$ cat src/rtl/multi_pipe_engine.sv
// Game-state engine: scrolls NUM_PIPES obstacles with LFSR-drawn gaps, runs the
// IDLE/RUN/OVER game flow and keeps the current and best score.
//   state | meaning
//   IDLE  | pipes frozen at start positions, waiting for a start press
//   RUN   | pipes scroll on tick, crossings of bird_x add to the score
//   OVER  | collision seen, pipes frozen, a start press returns to IDLE
module multi_pipe_engine #(
  parameter int          NUM_PIPES    = 3,
  parameter int          PIPE_SPACING = 220,
  parameter int          SCREEN_W     = 640,
  parameter int          SPEED        = 4,
  parameter int          GAP_MIN      = 100,
  parameter int          GAP_RANGE    = 280,
  parameter int          GAP_HALF     = 60,
  parameter int          SCORE_W      = 8,
  parameter logic [15:0] LFSR_SEED    = 16'hACE1
) (
  input  logic                     clk,
  input  logic                     reset,
  input  logic                     tick,
  input  logic                     start_button,
  input  logic                     collided,
  input  logic [9:0]               bird_x,
  output logic [11*NUM_PIPES-1:0]  pipe_x,
  output logic [10*NUM_PIPES-1:0]  pipe_y_top,
  output logic [10*NUM_PIPES-1:0]  pipe_y_bot,
  output logic [SCORE_W-1:0]       score,
  output logic [SCORE_W-1:0]       best_score,
  output logic [1:0]               state,
  output logic                     game_over
);

  typedef enum logic [1:0] {
    S_IDLE = 2'b00,
    S_RUN  = 2'b01,
    S_OVER = 2'b10
  } state_t;

  localparam logic [15:0]        LFSR_MASK = 16'hB400;
  localparam logic [10:0]        SPEED_X   = 11'(SPEED);
  localparam logic [11:0]        SPEED_W   = 12'(SPEED);
  localparam logic [11:0]        WRAP_ADD  = 12'(NUM_PIPES * PIPE_SPACING);
  localparam logic [9:0]         CTR_RST   = 10'(GAP_MIN + GAP_RANGE / 2);
  localparam logic [9:0]         GAP_MIN_V = 10'(GAP_MIN);
  localparam logic [9:0]         GAP_RNG_V = 10'(GAP_RANGE);
  localparam logic [9:0]         GAP_HLF_V = 10'(GAP_HALF);
  localparam logic [SCORE_W-1:0] SCORE_MAX = '1;

  state_t              state_q, state_d;
  logic                start_q;
  logic [15:0]         lfsr_q, lfsr_d;
  logic [10:0]         x_q   [NUM_PIPES];
  logic [10:0]         x_d   [NUM_PIPES];
  logic [9:0]          ctr_q [NUM_PIPES];
  logic [9:0]          ctr_d [NUM_PIPES];
  logic [9:0]          draw  [NUM_PIPES];
  logic [SCORE_W-1:0]  score_q, score_d;
  logic [SCORE_W-1:0]  best_q, best_d;

  logic                start_edge;
  logic [10:0]         bird_ext;
  logic [10:0]         nx;
  logic [11:0]         nx_w;
  logic [2:0]          inc;
  logic [SCORE_W+2:0]  score_sum;

  function automatic logic [10:0] x_init(input int i);
    return 11'(SCREEN_W + i * PIPE_SPACING);
  endfunction

  // Pipe i looks at the LFSR rotated left by 3*i so pipes redrawn together differ.
  function automatic logic [15:0] rotl(input logic [15:0] v, input int k);
    logic [31:0] t;
    t = {v, v} << k;
    return t[31:16];
  endfunction

  function automatic logic [9:0] gap_draw(input logic [15:0] v, input int i);
    logic [15:0] rv;
    logic [9:0]  r;
    logic [9:0]  off;
    rv  = rotl(v, 3 * i);
    r   = {1'b0, rv[8:0]};
    off = (r > GAP_RNG_V) ? r - GAP_RNG_V : r;
    return GAP_MIN_V + off;
  endfunction

  assign start_edge = start_button & ~start_q;
  assign bird_ext   = {1'b0, bird_x};

  always_comb begin
    for (int i = 0; i < NUM_PIPES; i++) begin
      draw[i] = gap_draw(lfsr_q, i);
    end
  end

  always_comb begin
    state_d   = state_q;
    lfsr_d    = {1'b0, lfsr_q[15:1]} ^ (lfsr_q[0] ? LFSR_MASK : 16'h0000);
    score_d   = score_q;
    best_d    = best_q;
    nx        = '0;
    nx_w      = '0;
    inc       = '0;
    score_sum = '0;
    for (int i = 0; i < NUM_PIPES; i++) begin
      x_d[i]   = x_q[i];
      ctr_d[i] = ctr_q[i];
    end

    case (state_q)
      S_IDLE: begin
        if (start_edge) state_d = S_RUN;
      end
      S_RUN: begin
        if (collided) begin
          state_d = S_OVER;
          best_d  = (score_q > best_q) ? score_q : best_q;
        end else if (tick) begin
          for (int i = 0; i < NUM_PIPES; i++) begin
            if (x_q[i] >= SPEED_X) begin
              nx = x_q[i] - SPEED_X;
            end else begin
              nx_w     = {1'b0, x_q[i]} - SPEED_W + WRAP_ADD;
              nx       = nx_w[10:0];
              ctr_d[i] = draw[i];
            end
            if (x_q[i] >= bird_ext && nx < bird_ext) inc = inc + 3'd1;
            x_d[i] = nx;
          end
          score_sum = {3'b000, score_q} + (SCORE_W + 3)'(inc);
          score_d   = (score_sum > (SCORE_W + 3)'(SCORE_MAX)) ? SCORE_MAX
                                                              : score_sum[SCORE_W-1:0];
        end
      end
      S_OVER: begin
        if (start_edge) begin
          state_d = S_IDLE;
          score_d = '0;
          for (int i = 0; i < NUM_PIPES; i++) begin
            x_d[i]   = x_init(i);
            ctr_d[i] = CTR_RST;
          end
        end
      end
      default: state_d = S_IDLE;
    endcase
  end

  always_ff @(posedge clk or posedge reset) begin
    if (reset) begin
      state_q <= S_IDLE;
      start_q <= 1'b0;
      lfsr_q  <= LFSR_SEED;
      score_q <= '0;
      best_q  <= '0;
      for (int i = 0; i < NUM_PIPES; i++) begin
        x_q[i]   <= x_init(i);
        ctr_q[i] <= CTR_RST;
      end
    end else begin
      state_q <= state_d;
      start_q <= start_button;
      lfsr_q  <= lfsr_d;
      score_q <= score_d;
      best_q  <= best_d;
      for (int i = 0; i < NUM_PIPES; i++) begin
        x_q[i]   <= x_d[i];
        ctr_q[i] <= ctr_d[i];
      end
    end
  end

  genvar g;
  generate
    for (g = 0; g < NUM_PIPES; g++) begin : g_pack
      assign pipe_x[11*g +: 11]     = x_q[g];
      assign pipe_y_top[10*g +: 10] = ctr_q[g] - GAP_HLF_V;
      assign pipe_y_bot[10*g +: 10] = ctr_q[g] + GAP_HLF_V;
    end
  endgenerate

  assign score      = score_q;
  assign best_score = best_q;
  assign state      = state_q;
  assign game_over  = (state_q == S_OVER);

endmodule

$ cat config.mk
export PLATFORM = sky130hd
export DESIGN_NAME = multi_pipe_engine
export DESIGN_NICKNAME = d
export VERILOG_FILES = /design/src/rtl/multi_pipe_engine.sv
export SDC_FILE = /design/constraint.sdc
export NUM_CORES = 1
export LEC_CHECK = 0
export ABC_AREA = 1
export BUFFER_PORTS_ARGS = -buffer_cell sky130_fd_sc_hd__buf_2
export CAP_MARGIN = 40
export CORE_MARGIN = 8
export CORE_UTILIZATION = 35
export DETAILED_ROUTE_END_ITERATION = 12
export SETUP_SLACK_MARGIN = 0.05
export SLEW_MARGIN = 20
export SYNTH_ARGS = -nofsm -noshare
export SYNTH_HDL_FRONTEND = slang
export SYNTH_SLANG_ARGS = --single-unit
$ cat constraint.sdc
create_clock -name clk -period 7.8 [get_ports clk]
set_input_delay 0.78 -clock clk [delete_from_list [all_inputs] [get_ports clk]]
set_output_delay 0.78 -clock clk [all_outputs]
set_load 0.01 [all_outputs]
* Yosys cells after proc, flatten, opt, wreduce, memory -nomap -nowiden
Cells that the tools add are included.
Storage, ports and cells: register bits 98, latch bits 0, memory bits (writable) 0, memory bits (read-only) 0, input port bits 15, output and inout port bits 112, logic and storage cells 121, memories kept 0
Cells by class: add/sub/neg operators 24, multipliers 0, divide/modulo/power cells 0, magnitude comparators 14, equality and inequality tests 10, shift operators 0, muxes and demuxes 48, bitwise logic cells 3, reduce and logical (&&, ||, !) cells 11
Operator list (count):
- 2-to-1 mux 11 bit | 12
- 2-to-1 mux 33 bit | 3
- 2-to-1 mux 30 bit | 3
- one-hot mux 33 bit (2 select lines) | 1
- subtractor 11 x 3 -> 11 bit (second input constant) | 6
- 2-to-1 mux 10 bit | 6
- one-hot mux 30 bit (2 select lines) | 1
- adder 11 x 10 -> 11 bit (second input constant) | 3
- greater-or-equal comparator 11 x 10 -> 1 bit | 3
- greater-or-equal comparator 11 x 3 -> 1 bit (second input constant) | 3
- less-than comparator 11 x 10 -> 1 bit | 3
- 2-to-1 mux 3 bit | 11
- 2-to-1 mux 8 bit | 4
- adder 10 x 6 -> 10 bit (second input constant) | 3
- adder 7 x 10 -> 10 bit (first input constant) | 3
- subtractor 10 x 6 -> 10 bit (second input constant) | 3
- subtractor 9 x 9 -> 10 bit (second input constant) | 3
- > comparator 9 bit (second input constant) | 3
- 2-to-1 mux 16 bit | 1
- one-hot mux 8 bit (2 select lines) | 1
- bitwise XOR 15 x 16 -> 16 bit | 1
- AND reduction 5 bit | 3
- != test 2 bit (second input constant) | 7
- adder 8 x 3 -> 9 bit | 1
- 16 further kinds | 22

* Longest topological paths before layout
Gate-level depths: netlist of run 1.
depth after elaboration 28, mapped depth 34, mapped depth without buffers 34

* Least setup slack after synthesis of run 1
Ideal clock, no wire load.
kind reg-to-reg, start point register x_q (netlist bit pipe_x[4]), end point register score_q[1], in the netlist score[1], setup time 0.083 ns, data arrival time 4.488 ns, data required time 7.717 ns, path slack 3.230 ns, stages on the path, launching flop included 34, clock period less this slack 4.570 ns, path through dfrtp_1 inv_1 ha_1 nand3_1 nand3_1 nor2_2 nand2_1 o21ai_0 xor2_1 inv_1 ha_1 nand2_1 inv_1 nor2_1 o21a_1 o21ai_0 nand3_1 a21boi_0 nor3_1 ha_1 nand3_1 nand2_1 inv_1 ha_1 inv_1 fa_1 or2_2 a21oi_2 nand3_1 nor2_1 inv_1 nand2_1 nand2_1 o21ai_0
On the way: cells in the longest elaborated chain, start to end 28, elaborated cells on any way between the ends 31, those cells by class add/sub (6); order compare (4); mux (20); reduce/logical (1)
Ends and longest elaborated chain:
- start, declared | line 52 | logic [10:0] x_q [NUM_PIPES];
- start signal, assigned by index | line 158 | x_q[i] <= x_init(i);
- start signal, assigned by index | line 168 | x_q[i] <= x_d[i];
- subtractor 11 x 3 -> 11 bit | line 122, 124
- adder 11 x 10 -> 11 bit | line 124 | nx_w = {1'b0, x_q[i]} - SPEED_W + WRAP_ADD;
- 2-to-1 mux 11 bit | line 121 | if (x_q[i] >= SPEED_X) begin
- 2-to-1 mux 11 bit | line 119 | end else if (tick) begin
- 2-to-1 mux 11 bit | line 116 | if (collided) begin
- 2-to-1 mux 11 bit | line 111 | case (state_q)
- less-than comparator 11 x 10 -> 1 bit | line 128 | if (x_q[i] >= bird_ext && nx < bird_ext) inc = inc + 3'd1;
- logical AND 1 bit (*) | line 128
- [12 not listed]
- 2-to-1 mux 3 bit (*) | line 116
- 2-to-1 mux 3 bit (*) | line 111
- adder 8 x 3 -> 9 bit (*) | line 131 | score_sum = {3'b000, score_q} + (SCORE_W + 3)'(inc);
- > comparator 9 x 8 -> 1 bit | line 132 | score_d = (score_sum > (SCORE_W + 3)'(SCORE_MAX)) ? SCORE_MAX
- 2-to-1 mux 8 bit (*) | line 132
- 2-to-1 mux 8 bit (*) | line 119
- 2-to-1 mux 8 bit (*) | line 116
- one-hot mux 8 bit (2 select lines) (*) | line 111
- end signal, assigned | line 165 | score_q <= score_d;
- end, declared | line 57 | logic [SCORE_W-1:0] score_q, score_d;
Mark *: on every way between the ends. The rest lies on a longest branch, timed or not. The select of a mux whose other input is x is not followed. A chain may end at the register's enable or synchronous reset.

* Worst setup path after layout of run 1
Same ends and word-level chain as after synthesis.

==> impl.org, run 1 <==
** Yosys
- In this run the mean area of a mapped cell was 7.62 µm².
- Total of warnings raised by yosys :: 0
- Async S/R FF share, synth :: 100%
- In this run, synthesis produced a sequential element count of 92.
- Main synth FF type :: dfrtp_1
- Sequential elements use 31.4% of the synthesized area.
- The synthesized netlist contains 48 unique library cells.
- Synthesis produced a netlist whose cell count is 979.
- Combined area of all synthesized cells :: 7460 µm²
- Post-synth EDFFs :: 0

** Die
- Core area :: 21000 µm²
- After floorplanning, the core was divided into 53 placement rows.
- In this run the horizontal extent of the chip is 162 µm.
- Starting utilization of the core area :: 35.6%
- Number of top-level pins :: 127
- Measured along the y axis, the die boundary spans 162 µm.
- The die covers 26200 µm².

** Power and ir drop
- PwrDens :: 313 nW/µm²
- Net Sw Power :: 1.20 mW
- Combinational logic is responsible for 52.4% of the overall power.
- Per report_power, the clock group accounts for 17.7% of the total.
- Peak ir drop on the vdd network :: 0.162 mV
- Net switching is 44.6% of the power.
- Cell internal power dissipation :: 1.49 mW
- Of the total power, registers draw 29.9%.
- For this design the static power due to leakage is 4.75 nW.
- Total chip power :: 2.68 mW

** STA
- Setup violations remaining at the end of the flow were counted as 0.
- Maximum clock skew at final layout :: 0.00926 ns
- Post-route worst hold slack :: 0.285 ns
- Across all setup checks in the final design, the least slack found is 2.56 ns.
- After layout, the worst path uses 67.2% of the clock period.
- Subtracting the final worst setup slack from the clock period gives 5.24 ns.
- Summed over all failing endpoints, the final setup total negative slack is 0 ns.
- Normalized max-slew margin :: 55.7%
- The max-slew violation count was 0.
- The hold violation count in the final report came to 0.
- For this run, the top clock speed supported by timing is 191 MHz.
- Slew at the pin with the worst max-slew slack :: 0.664 ns
- Setup repair after global routing missed its margin :: false

** Setup path
- In this design, the largest share of critical-path delay is due to simple AND/OR/NAND/NOR gates.
- The critical path starts at pipe_x[4]$_DFFE_PP0P_.
- Stage delay of the slowest cell on the critical path :: 0.42 ns
- Count of buffering cells on the critical path with inverters included :: 6
- STA puts the critical path data arrival time at 5.51 ns.
- Measured in cells, the most critical reg-to-reg path has a length of 30.
- The startpoint identified for the worst register-to-register timing path is pipe_x[4]$_DFFE_PP0P_.
- Element type at the critical path end :: flip-flop
- CP Depth :: 30
- Following the worst setup path forward leads to its endpoint at score[1]$_DFFE_PP0P_.
- Worst endpoint required time :: 8.06 ns
- Along the worst path, the maximum fanout reaches 7.
- Critical-path cell with the highest stage delay :: dfrtp_1
- Across all register-to-register paths, the minimum setup slack is 2.56 ns.
- STA classifies the critical path startpoint as a flip-flop.
- In this run the critical register-to-register path is captured at score[1]$_DFFE_PP0P_.
- Critical path start-end classification :: flip-flop to flip-flop

** Finish
- Summing all non-filler instances in the final layout gives an area of 8560 µm².
- For this run, the post-layout net count is 1193.
- The repair_antennas step left the layout with diodes totalling 0.
- Cells with a size suffix above 1 make up 18.5% of the layout.
- Area delta synth->final :: 14.7%

** Detailed routing
- Wirelength per Cell :: 13.7 µm
- The detailed router finished its first iteration with 273 violations.
- The final layout contains routed wiring with a total length of 18.7 mm.
- In this run the remaining antenna-violating nets after routing total 0.
- The routed layout has 6463 vias.
- The pre-antenna-repair detailed-routing pass consisted of 4 iterations.
- For this run, design rule violations remaining after detail routing come to 0.
- Post-detailed-route via-to-cell ratio :: 4.73

** Global route
- The via count of the first global-routing pass is 6622.
- Entering global routing, the biggest net connects 53 pins.
- After global routing the overflow that remains totals 0.
- First-pass GRT wire length :: 31.8 mm
- Antenna violations before repair :: 0
- In the global route stage, overall resource usage came out at 14.7%.

** Clock tree
- Cell chosen for the clock root :: clkbuf_16
- The H-tree was split into 3 levels.
- The clock reaches the later pin of the worst-skew pair after 0.35 ns.
- The longest clock path from root to sink contains 2 buffers.
- Number of buffers created by CTS :: 9
- CTS saw 92 sinks.
- Setup Buffers After CTS :: 0
- Hold buffers post-CTS :: 0
- TritonCTS clock tree :: done
- Clock transition at the registers of the reported paths :: 0.07 ns
- Total of cells resized after clock tree synthesis :: 0

** Run
- Max-cap violations in this run came to 0.

** Placement
- OpenSTA, run right after detailed placement, puts the worst setup slack at 2.60 ns.
- Number of input and output port buffers inserted :: 120
- Placed cell areas :: 8230 µm²
- Summed over all nets, the half-perimeter wirelength after detailed placement is 14.3 mm.
- Final Wtd Congestion :: 0.845

** Status
- The flow ran to the end, and the final reports show no timing, DRC or antenna violations.

** Worst hold path
- The min-delay analysis places its worst path in the category primary input to asynchronous set/reset pin.
==> area by class of cell <==
| cell class | instances | area, µm² |
|---|---|---|
| well taps | 275 | 344 |
| clock inverters | 5 | 77.6 |
| inverters | 175 | 663 |
| fillers | 2199 | 12400 |
| repair buffers | 124 | 643 |
| flip-flops and latches | 92 | 2340 |
| multi-input cells | 684 | 4250 |
| clock buffers | 11 | 233 |
==> per-stage QoR <==
step	instances	utilization, %
2_1_floorplan	984	-
3_3_place_gp	1348	39.2
3_5_place_dp	1349	39.3
4_1_cts	1365	40.7
5_1_grt	1366	40.8
6_report	1366	40.8
==> state kept, by name, indices dropped and copies added, names as in the netlist <==
| register | count |
|---|---|
| ctr_q | 30 |
| state | 2 |
| pipe_x | 27 |
| lfsr_q | 16 |
| best_score | 8 |
| score | 8 |
| start_q | 1 |
==> cells in the mapped netlist, types with 3 or more instances <==
cell type / count / area [µm²]
nand2_2: 4 / 25.0
nor4_1: 3 / 18.8
nand3_1: 66 / 330
dfrtp_1: 60 / 1500
or2_2: 3 / 18.8
o21ai_2: 3 / 26.3
nand2_1: 206 / 773
xnor2_1: 8 / 70.1
a22oi_1: 6 / 45.0
o22ai_1: 26 / 163
inv_1: 165 / 619
nor3_1: 13 / 65.1
a21boi_0: 3 / 22.5
o21ai_0: 48 / 240
inv_2: 7 / 26.3
a21oi_1: 32 / 160
dfstp_2: 32 / 841
o21ai_1: 5 / 25.0
nor2_1: 60 / 225
buf_2: 3 / 15.0
buf_4: 23 / 173
o21a_1: 7 / 52.6
xor2_1: 57 / 499
nand2_4: 3 / 33.8
nand4_1: 10 / 62.6
clkbuf_1: 6 / 22.5
ha_1: 91 / 1140
==> worst register-to-register path, delay by kind of cell, from the launching register on <==
family,cells,cell delay [ns]
AO/OA/AOI/OAI,6,1.08
adder cells (fa/ha/maj),4,1.15
buffers and inverters,6,0.60
flip-flops,1,0.42
AND/OR/NAND/NOR,14,1.91
==> worst min path at each step <==
stage / slack (ns) / startpoint / to / cells past startpoint
6_report: 0.28 / reset / state[1]$_DFFE_PP0P_ / 2
5_1_grt: 0.29 / reset / state[1]$_DFFE_PP0P_ / 2
4_1_cts: 0.37 / lfsr_q[7]$_DFF_PP1_ / lfsr_q[6]$_DFF_PP1_ / 0
3_5_place_dp: 0.36 / lfsr_q[7]$_DFF_PP1_ / lfsr_q[6]$_DFF_PP1_ / 0
3_3_place_gp: 0.36 / lfsr_q[7]$_DFF_PP1_ / lfsr_q[6]$_DFF_PP1_ / 0
2_1_floorplan: 0.33 / lfsr_q[9]$_DFF_PP0_ / lfsr_q[8]$_DFF_PP0_ / 0
==> power groups by stage <==
stage               sequential, mW  combinational, mW  clock [mW]
finish                       0.803               1.40       0.475
global route                 0.830               1.62       0.507
CTS                          0.802               1.43       0.491
detailed placement           0.810               1.42           0
global placement             0.806               1.40           0
floorplan                    0.801              0.958           0
==> logic make-up (layout without fill, tap and decap cells) <==
group	count (synthesis)	in the layout	synth area share [%]
adder cells (fa/ha/maj)	92	92	15.5
other	1	6	0.0503
XOR/XNOR	65	65	7.63
flip-flops	92	92	31.4
AO/OA/AOI/OAI	140	140	10.9
buffers and inverters	208	315	11.8
AND/OR/NAND/NOR	381	381	22.7
==> layout by cell type, fill, tap and decap left out, types with 4 or more instances in the layout <==
cell / synthesis / routed
nand2_1: 206 / 206
inv_1: 165 / 164
buf_2: 3 / 120
ha_1: 91 / 91
nand3_1: 66 / 66
nor2_1: 60 / 60
dfrtp_1: 60 / 60
xor2_1: 57 / 57
o21ai_0: 48 / 48
a21oi_1: 32 / 32
dfstp_2: 32 / 32
o22ai_1: 26 / 26
nor3_1: 13 / 13
nand4_1: 10 / 10
clkbuf_16: 0 / 9
xnor2_1: 8 / 8
inv_2: 7 / 7
o21a_1: 7 / 7
a22oi_1: 6 / 6
conb_1: 1 / 6
o21ai_1: 5 / 5
nand2_2: 4 / 4
==> routing by layer <==
layer  track usage (%)  share of wire, %
met5                 0                 0
met4              5.22               1.9
met3              2.76               4.7
met2              25.5                47
met1              17.7                46
Power figures use the tool's default switching activity.
==> run 2, diff against run 1 <==
==> constraint.sdc (replaced) <==
create_clock -name clk -period 4.4 [get_ports clk]
set_input_delay 0.44 -clock clk [delete_from_list [all_inputs] [get_ports clk]]
set_output_delay 0.44 -clock clk [all_outputs]
set_load 0.01 [all_outputs]
==> impl.org, run 2 (same netlist as run 1, synthesis figures left out) <==
** Status
- The flow ran to the end, but the final reports show violations.
- The final reports fail on setup timing.

** Setup path
- Critical path start-end classification :: flip-flop to flip-flop
- The worst setup path is captured at a flip-flop.
- Startpoint Class :: flip-flop
- The slowest stage of the critical path is the dfrtp_1 cell.
- Data arrival time at the worst-slack endpoint :: 4.73 ns
- Stage delay of the slowest cell on the critical path :: 0.39 ns
- STA puts the critical path data required time at 4.67 ns.
- Of all nets on the critical path, the largest fanout is 6.

** STA
- Setup violations remaining at the end of the flow were counted as 6.
- Final worst path period need :: 4.46 ns
- Setup repair after global routing missed its margin :: true
- Number of hold-slack violations in the final timing report :: 0
- The max-slew violation count is 0.
- Maximum clock skew at final layout :: 0.00856 ns
- Slew at the pin with the worst max-slew slack :: 0.623 ns
- After layout, the worst setup slack is -0.0605 ns.
- Max Fclk :: 224 MHz
- In this run the tightest slew margin relative to its limit is 58.4%.
- Setup total negative slack on the finished layout was measured at -0.186 ns.
- The final critical path takes up 101% of the cycle.

** Clock tree
- Number of buffers created by CTS :: 9
- Clock-pin slew was measured on the worst setup and hold paths at 0.07 ns.
- Clock latency on the worst-skew pair :: 0.34 ns
- Clock tree synthesis selected as its root buffer the cell clkbuf_16.
- The clock passes through at most 2 buffers.
- The H-tree was split into 3 levels.
- Clock sinks :: 92
- TritonCTS built the clock tree.

** Detailed routing
- Drt first-iter violations :: 304
- Summing over every cut layer, the via total after detailed routing is 6727.
- In the routed layout, each cell is associated on average with a via count of 4.77.
- Routed Antenna Nets :: 0
- For this run, the detailed router's first-pass iteration total came to 5.
- In the routed design, unresolved DRC markers number 0.
- Wires add up to 19.4 mm.
- Wirelength per Cell :: 13.8 µm

** Worst hold path
- The tightest min-delay check is of the primary input to asynchronous set/reset pin type.

** Global route
- GRT Util Overall :: 14.9%
- For this run the aggregate overflow at the end of global routing stands at 0.
- Antenna violations before repair :: 0
- Entering global routing, the biggest net connects 36 pins.
- First-pass GRT wire length :: 32.7 mm
- The via count of the first global-routing pass came to 6752.

** Finish
- Antenna diode count :: 0
- The register with the most flip-flops in the layout has 30 of them.
- Number of nets at the end of the flow :: 1236
- Leaving out filler cells and counting taps, the final layout contains 1409.
- ctr_q holds more flip-flops than any other register.
- Commonest non-fill, non-tap cells in the layout :: nand2_1 (201), inv_1 (156), buf_2 (120)
- Leaving out fill and tap cells, the most frequent cell in the layout is nand2_1.
- Cells fill 43.1% of the core in the end.
- The area growth from synthesis to layout is 21.0%.
- Fraction of final layout cells sized beyond drive strength 1 :: 24.6%

** Power and ir drop
- Total chip power :: 5.11 mW
- P_leak :: 4.96 nW
- Power spread over the standard cell area amounts to 566 nW/µm².
- The worst-case IR drop observed on VDD is 0.344 mV.

** Placement
- Routability-driven placement finished with a final weighted congestion of 0.816.
- After legalization and detailed placement, the total HPWL measured 15.0 mm.
- Number of input and output port buffers inserted :: 120
- OpenSTA, run right after detailed placement, puts the worst setup slack at -0.170 ns.
- Placed cells :: 1383

** Die
- The floorplan step set the die height to 162 µm.
- During I/O placement, the number of pins put on the boundary was 127.
- The initialized floorplan defines 53 standard-cell rows.
- The die is 162 µm wide.
- Core area :: 21000 µm²
- The initial utilization of the core area, before any placement, comes to 35.6%.
- The die covers 26200 µm².

** Run
- The tool flagged a number of max-cap violations equal to 0.
## run 2: routing by layer
metal / track usage, % / wire, µm / vias up
met5: 0 / 0 / -
met4: 4.46 / 268 / 0
met3: 2.63 / 926 / 17
met2: 26.5 / 9470 / 138
met1: 18.1 / 8760 / 3143
li1: - / - / 3429
## run 2: critical path, delay by kind of cell (launching register included)
family          cells  cell delay (ns)
fa+ha+maj           5             1.28
xor+xnor            1             0.20
buf+inv             7             0.52
flops               1             0.39
simple gates       14             1.27
compound gates      6             0.70
## run 2: final cells by class
| type | count | area [µm²] |
|---|---|---|
| Timing Repair Buffer | 167 | 973 |
| Clock inverter | 3 | 43.8 |
| Sequential cell | 92 | 2340 |
| Multi-Input combinational cell | 684 | 4400 |
| Fill cell | 2171 | 11900 |
| Inverter | 175 | 663 |
| Tap cell | 275 | 344 |
| Clock buffer | 13 | 260 |
## run 2: power by group
group / total (mW) / internal [mW] / switching, mW / leakage (nW)
clock: 0.810 / 0.474 / 0.336 / 0.150
combinational: 2.93 / 1.26 / 1.67 / 3.67
sequential: 1.37 / 1.12 / 0.248 / 1.14
## run 2: what timing repair did
item	CTS	global route
cloned	0	0
hold buffers	0	0
pin swaps	15	19
endpoints found under the setup margin	8	8
resized for setup	19	25
buffers inserted	6	4
## run 2: path summary, 6_finish.rpt
kind / startpoint / endpoint / slack, ns / cells past startpoint
hold / removal: reset / state[1]$_DFFE_PP0P_ / 0.15 / 2
setup / recovery: pipe_x[4]$_DFFE_PP0P_ / score[1]$_DFFE_PP0P_ / -0.06 / 33
min in group clk: start_button / start_q$_DFF_PP0_ / 0.21 / 1
setup reg to reg: pipe_x[4]$_DFFE_PP0P_ / score[1]$_DFFE_PP0P_ / -0.06 / 33
hold reg to reg: lfsr_q[7]$_DFF_PP1_ / lfsr_q[6]$_DFF_PP1_ / 0.37 / 0
max in group asynchronous: reset / pipe_x[25]$_DFFE_PP1P_ / 3.34 / 3
## run 2: metrics by stage
step	hold slack, ns	cell area, µm²
2_1_floorplan	0.331	7510
3_3_place_gp	0.356	8500
3_5_place_dp	0.357	8530
4_1_cts	0.171	8940
5_1_grt	0.197	9030
6_report	0.147	9030
